$ cat src/rtl/logs_popseq_pkg.sv
// Shared types and width helpers for the sequential board-population counter.
package logs_popseq_pkg;

    // Scan controller states.
    typedef enum logic [1:0] {
        IDLE = 2'd0,
        REQ  = 2'd1,
        DONE = 2'd2
    } state_t;

    // Row address width: at least one bit, even for a single-row board.
    function automatic int calc_wa(input int nrows);
        return (nrows > 1) ? $clog2(nrows) : 1;
    endfunction

    // Width of one row count (0..ncols).
    function automatic int calc_wr(input int ncols);
        return $clog2(ncols + 1);
    endfunction

    // Width of a full board total (0..nrows*ncols).
    function automatic int calc_wt(input int nrows, input int ncols);
        return $clog2(nrows * ncols + 1);
    endfunction

endpackage

$ cat src/rtl/logs_popcount.sv
// Combinational population count of one NBITS-wide row.
module logs_popcount
    import logs_popseq_pkg::*;
#(
    parameter  int NBITS = 5,
    localparam int WR    = calc_wr(NBITS)
) (
    input  logic [NBITS-1:0] bits,
    output logic [WR-1:0]    count
);

    // Sum the set bits of the row.
    always_comb begin
        count = '0;
        for (int i = 0; i < NBITS; i++) begin
            count = count + WR'(bits[i]);
        end
    end

endmodule

$ cat src/rtl/logs_popcount_seq.sv
// Sequential board-population counter: reads the board row by row over a
// req/ack port, sums each row with one shared popcount and publishes the
// board total with a one-cycle done pulse.
// Optional feature: define LOGS_POPSEQ_ROWMAX_EN to add the row_max output
// (largest single-row count of the last completed scan).
module logs_popcount_seq
    import logs_popseq_pkg::*;
#(
    parameter  int NROWS = 5,
    parameter  int NCOLS = 5,
    localparam int WA    = calc_wa(NROWS),
    localparam int WR    = calc_wr(NCOLS),
    localparam int WT    = calc_wt(NROWS, NCOLS)
) (
    input  logic             clk,
    input  logic             rst_n,
    input  logic             start,
    output logic             busy,
    output logic             rd_req,
    output logic [WA-1:0]    rd_addr,
    input  logic             rd_ack,
    input  logic [NCOLS-1:0] rd_data,
    output logic             done,
    output logic [WT-1:0]    total,
`ifdef LOGS_POPSEQ_ROWMAX_EN
    output logic [WR-1:0]    row_max,
`endif
    output logic             all_clear
);

    localparam logic [WA-1:0] LAST_ROW = WA'(NROWS - 1);

    state_t        state_reg, state_next;
    logic [WA-1:0] row_reg,   row_next;
    logic [WT-1:0] acc_reg,   acc_next;
    logic [WT-1:0] total_reg, total_next;

    logic [WR-1:0] row_cnt;
    logic [WT-1:0] row_sum;

    // The single row counter, shared by every row of the scan.
    logs_popcount #(
        .NBITS (NCOLS)
    ) u_popcount (
        .bits  (rd_data),
        .count (row_cnt)
    );

    assign row_sum = acc_reg + WT'(row_cnt);

`ifdef LOGS_POPSEQ_ROWMAX_EN
    logic [WR-1:0] rmax_run_reg, rmax_run_next;
    logic [WR-1:0] row_max_reg,  row_max_next;
    logic [WR-1:0] rmax_cand;

    assign rmax_cand = (row_cnt > rmax_run_reg) ? row_cnt : rmax_run_reg;

    // Running maximum across the scan, published together with the total.
    always_comb begin
        rmax_run_next = rmax_run_reg;
        row_max_next  = row_max_reg;
        case (state_reg)
            IDLE: if (start) rmax_run_next = '0;
            REQ: begin
                if (rd_ack) begin
                    rmax_run_next = rmax_cand;
                    if (row_reg == LAST_ROW) row_max_next = rmax_cand;
                end
            end
            default: ;
        endcase
    end

    // Row-maximum registers.
    always_ff @(posedge clk) begin
        if (!rst_n) begin
            rmax_run_reg <= '0;
            row_max_reg  <= '0;
        end else begin
            rmax_run_reg <= rmax_run_next;
            row_max_reg  <= row_max_next;
        end
    end

    assign row_max = row_max_reg;
`endif

    // Next-state logic: row walk, accumulation, and total latch at DONE entry.
    always_comb begin
        state_next = state_reg;
        row_next   = row_reg;
        acc_next   = acc_reg;
        total_next = total_reg;
        case (state_reg)
            IDLE: begin
                if (start) begin
                    row_next   = '0;
                    acc_next   = '0;
                    state_next = REQ;
                end
            end
            REQ: begin
                if (rd_ack) begin
                    acc_next = row_sum;
                    if (row_reg == LAST_ROW) begin
                        total_next = row_sum;
                        state_next = DONE;
                    end else begin
                        row_next = row_reg + WA'(1);
                    end
                end
            end
            DONE:    state_next = IDLE;
            default: state_next = IDLE;
        endcase
    end

    // State registers; reset abandons any scan in flight and clears the total.
    always_ff @(posedge clk) begin
        if (!rst_n) begin
            state_reg <= IDLE;
            row_reg   <= '0;
            acc_reg   <= '0;
            total_reg <= '0;
        end else begin
            state_reg <= state_next;
            row_reg   <= row_next;
            acc_reg   <= acc_next;
            total_reg <= total_next;
        end
    end

    // Outputs decode registered state only, so rd_ack/rd_data never reach them.
    assign busy      = (state_reg == REQ);
    assign rd_req    = (state_reg == REQ);
    assign rd_addr   = (state_reg == REQ) ? row_reg : '0;
    assign done      = (state_reg == DONE);
    assign total     = total_reg;
    assign all_clear = (total_reg == '0);

endmodule

$ cat config.mk
export PLATFORM = sky130hd
export DESIGN_NAME = logs_popcount_seq
export DESIGN_NICKNAME = d
export VERILOG_FILES = /design/src/rtl/logs_popseq_pkg.sv /design/src/rtl/logs_popcount.sv /design/src/rtl/logs_popcount_seq.sv
export SDC_FILE = /design/constraint.sdc
export NUM_CORES = 1
export LEC_CHECK = 0
export CORE_ASPECT_RATIO = 0.7
export CORE_MARGIN = 5
export CORE_UTILIZATION = 30
export CTS_BUF_LIST = sky130_fd_sc_hd__clkbuf_16
export DETAILED_ROUTE_END_ITERATION = 6
export PLACE_DENSITY = 0.56
export RECOVER_POWER = 25
export SETUP_SLACK_MARGIN = 0.5
export SLEW_MARGIN = 15
export SYNTH_ARGS = -nofsm -noshare
export SYNTH_HDL_FRONTEND = slang
export SYNTH_SLANG_ARGS = --single-unit
export TNS_END_PERCENT = 50
$ cat constraint.sdc
create_clock -name clk -period 3.4 [get_ports clk]
set_input_delay 0.68 -clock clk [delete_from_list [all_inputs] [get_ports clk]]
set_output_delay 0.68 -clock clk [all_outputs]
set_load 0.01 [all_outputs]
; ---- Word level (Yosys, flattened, before mapping)
; Cells that the tools add are included.
[totals]
reg_bits = 15
inputBits = 9
output_inout_bits = 12
word_cells = 36
[op_classes]
add_sub_neg = 6
eq_ne = 7
mux = 12
n_reduce_logical = 7
[ops]
columns = operator, count
row1 = 2-to-1 mux 3 bit, 4
row2 = 2-to-1 mux 5 bit, 2
row3 = one-hot mux 5 bit (2 select lines), 1
row4 = adder 3 x 1 -> 3 bit, 3
row5 = AND reduction 3 bit, 3
row6 = 2-to-1 mux 2 bit, 3
row7 = one-hot mux 3 bit (2 select lines), 1
row8 = adder 5 x 3 -> 5 bit, 1
row9 = logical NOT 5 bit, 1
row10 = != test 2 x 1 -> 1 bit (second input constant), 2
row11 = != test 2 bit (second input constant), 2
row12 = one-hot mux 2 bit (2 select lines), 1
row13 = AND reduction 4 bit, 1
row14 = adder 3 x 1 -> 3 bit (second input constant), 1
row15 = == test 3 bit (second input constant), 1
row16 = adder 1 x 1 -> 2 bit, 1
row17 = == test 2 x 1 -> 1 bit (second input constant), 1
row18 = == test 2 bit (second input constant), 1
row19 = logical NOT 2 bit, 1
row20 = nonzero test 2 bit, 1

; ---- Longest topological paths before layout
; Gate-level depths: netlist of run 1.
[depth]
word_depth = 7
depth_mapped = 10
ltp_nobuf = 10

; ---- Modules after synthesis
; Synthesis of run 1 repeated with hierarchy kept, for this count alone.
[hier_totals]
cells_unflattened = 107
hier_area_um2 = 942.2
[modules_own_cells]
columns = module, n_inst, cells_each, area_per_inst_um2, seq_area_each_um2
row1 = logs_popcount_seq, 1, 99, 870.8, 300.3
row2 = logs_popcount, 1, 8, 71.3, 0.0

; ---- Worst setup path after synthesis of run 1
; Ideal clock, no wire load.
[synth_path]
kind = input to register
startpoint = in rd_data[0]
endpoint = reg total_reg[3] (netlist: total[3])
setup_time_ns = 0.095
arrival_time_ns = 3.087
required_time_ns = 3.305
setup_slack_ns = 0.217
cell_stages = 10
n_path_buf = 0
cell_sequence = ha_1 inv_1 fa_1 inv_1 ha_1 fa_1 ha_1 and3_1 or2_2 o311ai_1
[synth_via]
elab_chain_len = 5
[synth_rtl]
columns = element, line
row1 = "start, declared", logs_popcount_seq.sv:22  ; input logic [NCOLS-1:0] rd_data,
row2 = adder 1 x 1 -> 2 bit, logs_popcount.sv:16  ; count = count + WR'(bits[i]);
row3 = adder 3 x 1 -> 3 bit (3 in series), logs_popcount.sv:16
row4 = adder 5 x 3 -> 5 bit, logs_popcount_seq.sv:49  ; assign row_sum = acc_reg + WT'(row_cnt);
row5 = "end signal, assigned", logs_popcount_seq.sv:129  ; total_reg <= total_next;
row6 = "end, declared", logs_popcount_seq.sv:36  ; logic [WT-1:0] total_reg, total_next;
; No other way between the ends.
; A chain may end at the register's enable or synchronous reset.

; ---- Final worst setup path of run 1
[layout_path]
startpoint = in rd_data[0]
endpoint = reg total_reg[4] (netlist: total[4])
; The elaborated chain is that of the path after synthesis.

==> impl_results.md, run 1 <==
* GRT overflow at 0
* Final setup margin at just under 400 ps
* Max-cap violations at 0
* Routed wire length at about 2400 um
* Worst Clk Skew at 2.268 ps
* Fillers at 318
* DR vias at 894
* Period utilization at 88.57%
* Crit path capture type: register
* GRT Util Overall at roughly 11%
* Clock latency on the worst-skew pair at between 200 and 250 ps
* Clk buf depth at 2
* Hold_buf cts at 0
* Crit path required time at between 3000 and 4000 ps
* Ys flop type: dfxtp_1
* Area grow syn2layout at 33.80%
* RSZ-0062 raised after global routing: true
* Mapped Nets at roughly 130
* Worst-Margin Slew at 648.0 ps
* First DRT Iteration DRCs at 70
* Routed length per instance at around 14 um
* Setup Viol. Count Final at 0
* Period minus WS final at around 3000 ps
* Sinks on the clock net at 15
* Total of warnings raised by yosys at 0
* Most common cell after layout, fill and taps aside: dfxtp_1
* Synth top area cells: dfxtp_1 (30%), ha_1 (10%), fa_1 (6.1%), a21oi_1 (3.5%), inv_1 (3.4%)
* H-tree depth at 1
* Synth Instances at roughly 110
* Initial antenna violation count at 0
* Die H at 58.03 um
* Row count at 17
* Area of the die at between 0.004 and 0.005 sq mm
* 1st-pass router iterations at 4
* Top-area cell type share of the netlist area at between 30 and 40%
* I/O Buffers at 20
* Largest net degree at the start of global routing at 15
* Final Hold Viols at 0
* First-pass GRT wire length at ~4100 um
* Leakage power total at roughly 0.54 nW
* I/O Pins at 21
* Placed Cells incl. Taps at approximately 160
* WHS Path Cells at 2
* Worst slack, placed at -311.3 ps
* DRT antenna net count at 0
* Synth area leader: dfxtp_1
* Ant. Diodes at 0
* R2R Path Start: state_reg[0]
* Non-Filler Instances at 167
* Vias/cell at roughly 5.4
* Max Clock Freq at 0.3321 GHz
* Clock Pin Slew Worst Setup and Hold Paths at around 50 ps
* Final Core Density at a little over two fifths
* R2R depth at 3
* Peak VDD IR at 170.0 uV
* Initial Util at between 30% and 40%
* Clock root cell: clkbuf_16
* Post-synth EDFFs at 0
* Setup CP Type: input pin to register
* Commonest cells after routing, fill and taps aside: dfxtp_1 (15), clkdlybuf4s50_1 (11), nand2_1 (9)
* DP HPWL at 1902 um
* Worst hold start: total[1]
* Final Max Tran Viols at 0
* Startpoint Class: input pin
* WP data arrival at 3110 ps
* Routability Congestion at roughly 0.8
* P per Cell Area at 381.5 mW/mm^2
* Seq/Total Area, Yosys at 30.38%
* Die W at 78.61 um
* Run status: finished, final reports clean
* Layout cells sized above 1 at between 15 and 20%
* Core area at between 0.003 and 0.004 sq mm
* Total power at ~0.50 mW
* TritonCTS clock tree: done
* Critical R2R Capture: acc_reg[3]
* Fin nets at 150
* Netlist Area Pre-Place at roughly 990 sq um
* Drt drc at 0
* Syn_area_per_cell at 8.825 sq um
* HP Class: register to register
* Number of global-route vias before repair at between 800 and 900
* Hold slack at ~490 ps
* CP max FO at 3
* R2r setup slk at about 1800 ps
* Cts bufs inserted at 3
* Rel. slew slack at 55.57%
* Fraction of registers with async set/reset at 0%
* FF+latch count, synth at 15
* Netlist cell types at 44
* Min-Delay Endpoint: total[1]
where the power goes:
group          internal [mW]  switching (mW)
clock                  0.155          0.0679
sequential             0.180         0.00452
combinational         0.0449          0.0516
Yosys cell counts, types with 2 or more instances:
| library cell | count |
|---|---|
| buf_4 | 2 |
| a21o_1 | 2 |
| o21ai_0 | 5 |
| nand2_1 | 9 |
| nand4b_1 | 2 |
| clkbuf_1 | 3 |
| nand3_1 | 6 |
| ha_1 | 8 |
| dfxtp_1 | 15 |
| a21oi_1 | 7 |
| nor2b_1 | 3 |
| nor2_1 | 2 |
| o2111ai_1 | 2 |
| fa_1 | 3 |
| nor3_1 | 3 |
| and2_1 | 4 |
| inv_1 | 9 |
critical path, cell delays in order:
cell	delay, ps
buf_6	100
ha_4	250
inv_2	30
fa_1	480
inv_2	50
ha_4	150
fa_1	520
fa_2	400
a21o_1	180
a32oi_2	160
a311oi_1	110
cells by family (layout without fill, tap and decap cells):
family	after synthesis	in the layout	synth area share (%)
buffers and inverters	17	34	8.100
AO/OA/AOI/OAI	27	27	19.50
XOR/XNOR	1	1	0.8862
flip-flops	15	15	30.38
AND/OR/NAND/NOR	40	40	23.55
multiplexers	1	1	1.392
adder cells (fa/ha/maj)	11	11	16.20
timing repair:
action                                 4_1_cts  5_1_grt
setup buffers                                0        0
endpoints found under the hold margin        0        0
resized for setup                           14        4
setup endpoints to repair                    8        7
pin swaps                                   10        7
metrics by stage:
| step | instance area, sq um | setup TNS (ps) |
|---|---|---|
| finish | 1323 | 0 |
| global route | 1323 | 0 |
| CTS | 1305 | 0 |
| detailed placement | 1219 | -1694 |
| global placement | 1219 | -1407 |
| floorplan | 1013 | 0 |
metal layers:
metal  vias up  global-route usage [%]  share of wire, %
met3         4                   5.590               7.3
met1       428                   16.20                51
met5         -                       0                 0
met2        29                   15.24                41
li1        433                       -                 -
met4         0                   1.995               1.0
worst max-delay path by stage:
stage / end / from / depth (start not counted) / slack [ps]
floorplan: total[3] / rd_data[1] / 10 / 300
global placement: acc_reg[2] / rd_data[0] / 11 / -280
detailed placement: acc_reg[2] / rd_data[1] / 11 / -310
CTS: total[4] / rd_data[0] / 11 / 350
global route: total[4] / rd_data[0] / 11 / 310
finish: total[4] / rd_data[0] / 11 / 390
layout make-up:
class | instances | area, sq um | area share [%]
Multi-Input combinational cell | 80 | 658.1 | 49.76
Sequential cell | 15 | 300.3 | 22.71
Timing Repair Buffer | 20 | 200.2 | 15.14
Clock buffer | 3 | 75.07 | 5.676
Tap cell | 38 | 47.55 | 3.595
Inverter | 10 | 37.54 | 2.838
Clock inverter | 1 | 3.754 | 0.2838
Power figures use the tool's default switching activity.
==> run 2, diff against run 1 <==
==> constraint.sdc (replaced) <==
create_clock -name clk -period 3.4 [get_ports clk]
set_input_delay 0.51 -clock clk [delete_from_list [all_inputs] [get_ports clk]]
set_output_delay 0.51 -clock clk [all_outputs]
set_load 0.01 [all_outputs]
==> run 2 against run 1 <==
Register-to-register slack worse by 30 ps; setup slack better by 150 ps; first-iteration DRC count rose by 8.6%; combinational power decreased by 5.4%; utilization shrank 0.47 points; power about the same; cell count unchanged; routed wire length grew 4.5%; fmax is 5.2% higher; highest routed layer unchanged; die area did not move; global-route usage grew 0.41 points.
==> impl_results.md, run 2 (synthesized netlist as in run 1, its figures left out) <==
* Run status: finished, final reports clean
* Initial Util at a little under a third
* Clock root cell: clkbuf_16
* Hold_buf cts at 0
* Area of the die at roughly 0.0046 sq mm
* Row count at 17
* Die W at around 79 um
* Placed Cells incl. Taps at about 160
* Vias/cell at ~5.2
* Area of the multi-input gates at 655.6 sq um
* CP max FO at 3
* Worst hold start: total[0]
* Worst setup endpoint: total[4]
* Core area at 0.003169 sq mm
* HP Class: register to register
* Cell area after placement at 0.001219 sq mm
* Post-CTS setup buffers at 0
* Max Clock Freq at between 0.3 and 0.4 GHz
* Clk buf depth at 2
* Fillers at 347
* Period utilization at ~84%
* R2R depth at 5
* Fin nets at 150
* Peak VDD IR at about 160 uV
* CP startpoint: rd_data[1]
* Final Cell Area at between 0.001 and 0.0015 sq mm
* Layout cells sized above 1 at between 10% and 20%
* 1st-pass router iterations at 4
* Routability Congestion at 0.7863
* DP HPWL at 1893 um
* Clock Pin Slew Worst Setup and Hold Paths at approximately 50 ps
* Drt drc at 0
* Worst Clk Skew at approximately 3.2 ps
* Initial antenna violation count at 0
* Critical R2R Capture: total[4]
* Crit path top cell by count: fa_1
* Worst-Margin Slew at about 500 ps
* Most common cell after layout, fill and taps aside: dfxtp_1
* R2R Path Start: acc_reg[0]
* Non-Filler Instances at ~170
* TritonCTS clock tree: done
* Crit path required time at roughly 3500 ps
* Clock latency on the worst-skew pair at ~240 ps
* First DRT Iteration DRCs at 76
* Leakage power total at roughly 0.54 nW
* DR vias at 869
* Number of global-route vias before repair at around 840
* I/O Buffers at 20
* Ant. Diodes at 0
* I/O Pins at 21
* DRT antenna net count at 0
* Register Area at about 300 sq um
* Final Hold Viols at 0
* P per Cell Area at slightly below 400 mW/mm^2
* GRT Util Overall at 11.73%
* Routed length per instance at about 15 um
* Crit path capture type: register
* WP data arrival at slightly below 3000 ps
* Period minus WS final at roughly 2900 ps
* Startpoint Class: input pin
* Largest net degree at the start of global routing at 15
* RSZ-0062 raised after global routing: true
* Commonest cells after routing, fill and taps aside: dfxtp_1 (15), clkdlybuf4s50_1 (10), nand2_1 (9)
* Crit-path cells: buf_2, ha_4, inv_2, fa_1, inv_1, ha_2, fa_1, fa_2, a21o_1, a32oi_2, a311oi_1
* Sinks on the clock net at 15
* Max stage delay on crit path at around 480 ps
* Final Max Tran Viols at 0
* Max-cap violations at 0
* Rel. slew slack at 65.67%
* Max stage delay cell, worst path: fa_1
* First-pass GRT wire length at 4160 um
* H-tree depth at 1
* GRT overflow at 0
* R2r setup slk at around 1800 ps
* Setup Viol. Count Final at 0
* Cts bufs inserted at 3
* Setup CP Type: input pin to register
* Routed wire length at 2493 um
* Die H at about 58 um
* Area grow syn2layout at 32.28%
[run 2: layout make-up]
type                            instances  area share, %
Tap cell                               38          3.636
Inverter                               10          2.871
Timing Repair Buffer                   20          14.35
Sequential cell                        15          22.97
Clock inverter                          1         0.2871
Clock buffer                            3          5.742
Multi-Input combinational cell         80          50.14
[run 2: worst min-delay path by stage]
stage                       to  slack (ps)  depth (start not counted)
CTS                 acc_reg[0]         500                          2
global route        acc_reg[0]         520                          2
finish                total[0]         500                          2
global placement    acc_reg[0]         470                          2
floorplan           acc_reg[0]         450                          2
detailed placement  acc_reg[0]         490                          2
[run 2: what timing repair did]
| item | CTS | global route |
|---|---|---|
| resized for setup | 12 | 2 |
| pin swaps | 7 | 1 |
| setup endpoints to repair | 8 | 5 |
[run 2: worst max-delay path: cells and delay by family]
kind                     cells  cell delay (ps)
adder cells (fa/ha/maj)      5             1750
AO/OA/AOI/OAI                3              500
buffers and inverters        3              180
[run 2: layer usage]
| layer | part of all wire, % | routed length, um | vias to the layer above | global-route usage (%) |
|---|---|---|---|---|
| met5 | 0 | 0 | - | 0 |
| met4 | 0.56 | 14 | 0 | 3.491 |
| met3 | 8.1 | 201 | 2 | 4.348 |
| met2 | 41 | 1013 | 24 | 14.75 |
| met1 | 51 | 1264 | 409 | 17.91 |
| li1 | - | - | 434 | - |
[run 2: where the power goes]
| part | switching, mW | internal, mW | leakage, nW |
|---|---|---|---|
| logic | 0.0498 | 0.0415 | 0.378 |
| registers | 0.00502 | 0.180 | 0.121 |
| clock network | 0.0720 | 0.156 | 0.0423 |
| total | 0.127 | 0.377 | 0.541 |
[run 2: per-stage QoR]
step | setup WS [ps] | hold slack, ps | util (%) | power (mW) | setup TNS, ps
6_report | 538.2 | 496.0 | 41.26 | 0.5042 | 0
5_1_grt | 461.5 | 519.4 | 41.26 | 0.5287 | 0
4_1_cts | 509.2 | 498.9 | 40.78 | 0.5065 | 0
3_5_place_dp | -110.9 | 492.2 | 38.45 | 0.2783 | -344.8
3_3_place_gp | -90.42 | 471.6 | 38.45 | 0.2793 | -235.8
2_1_floorplan | 472.7 | 453.8 | - | 0.2493 | 0
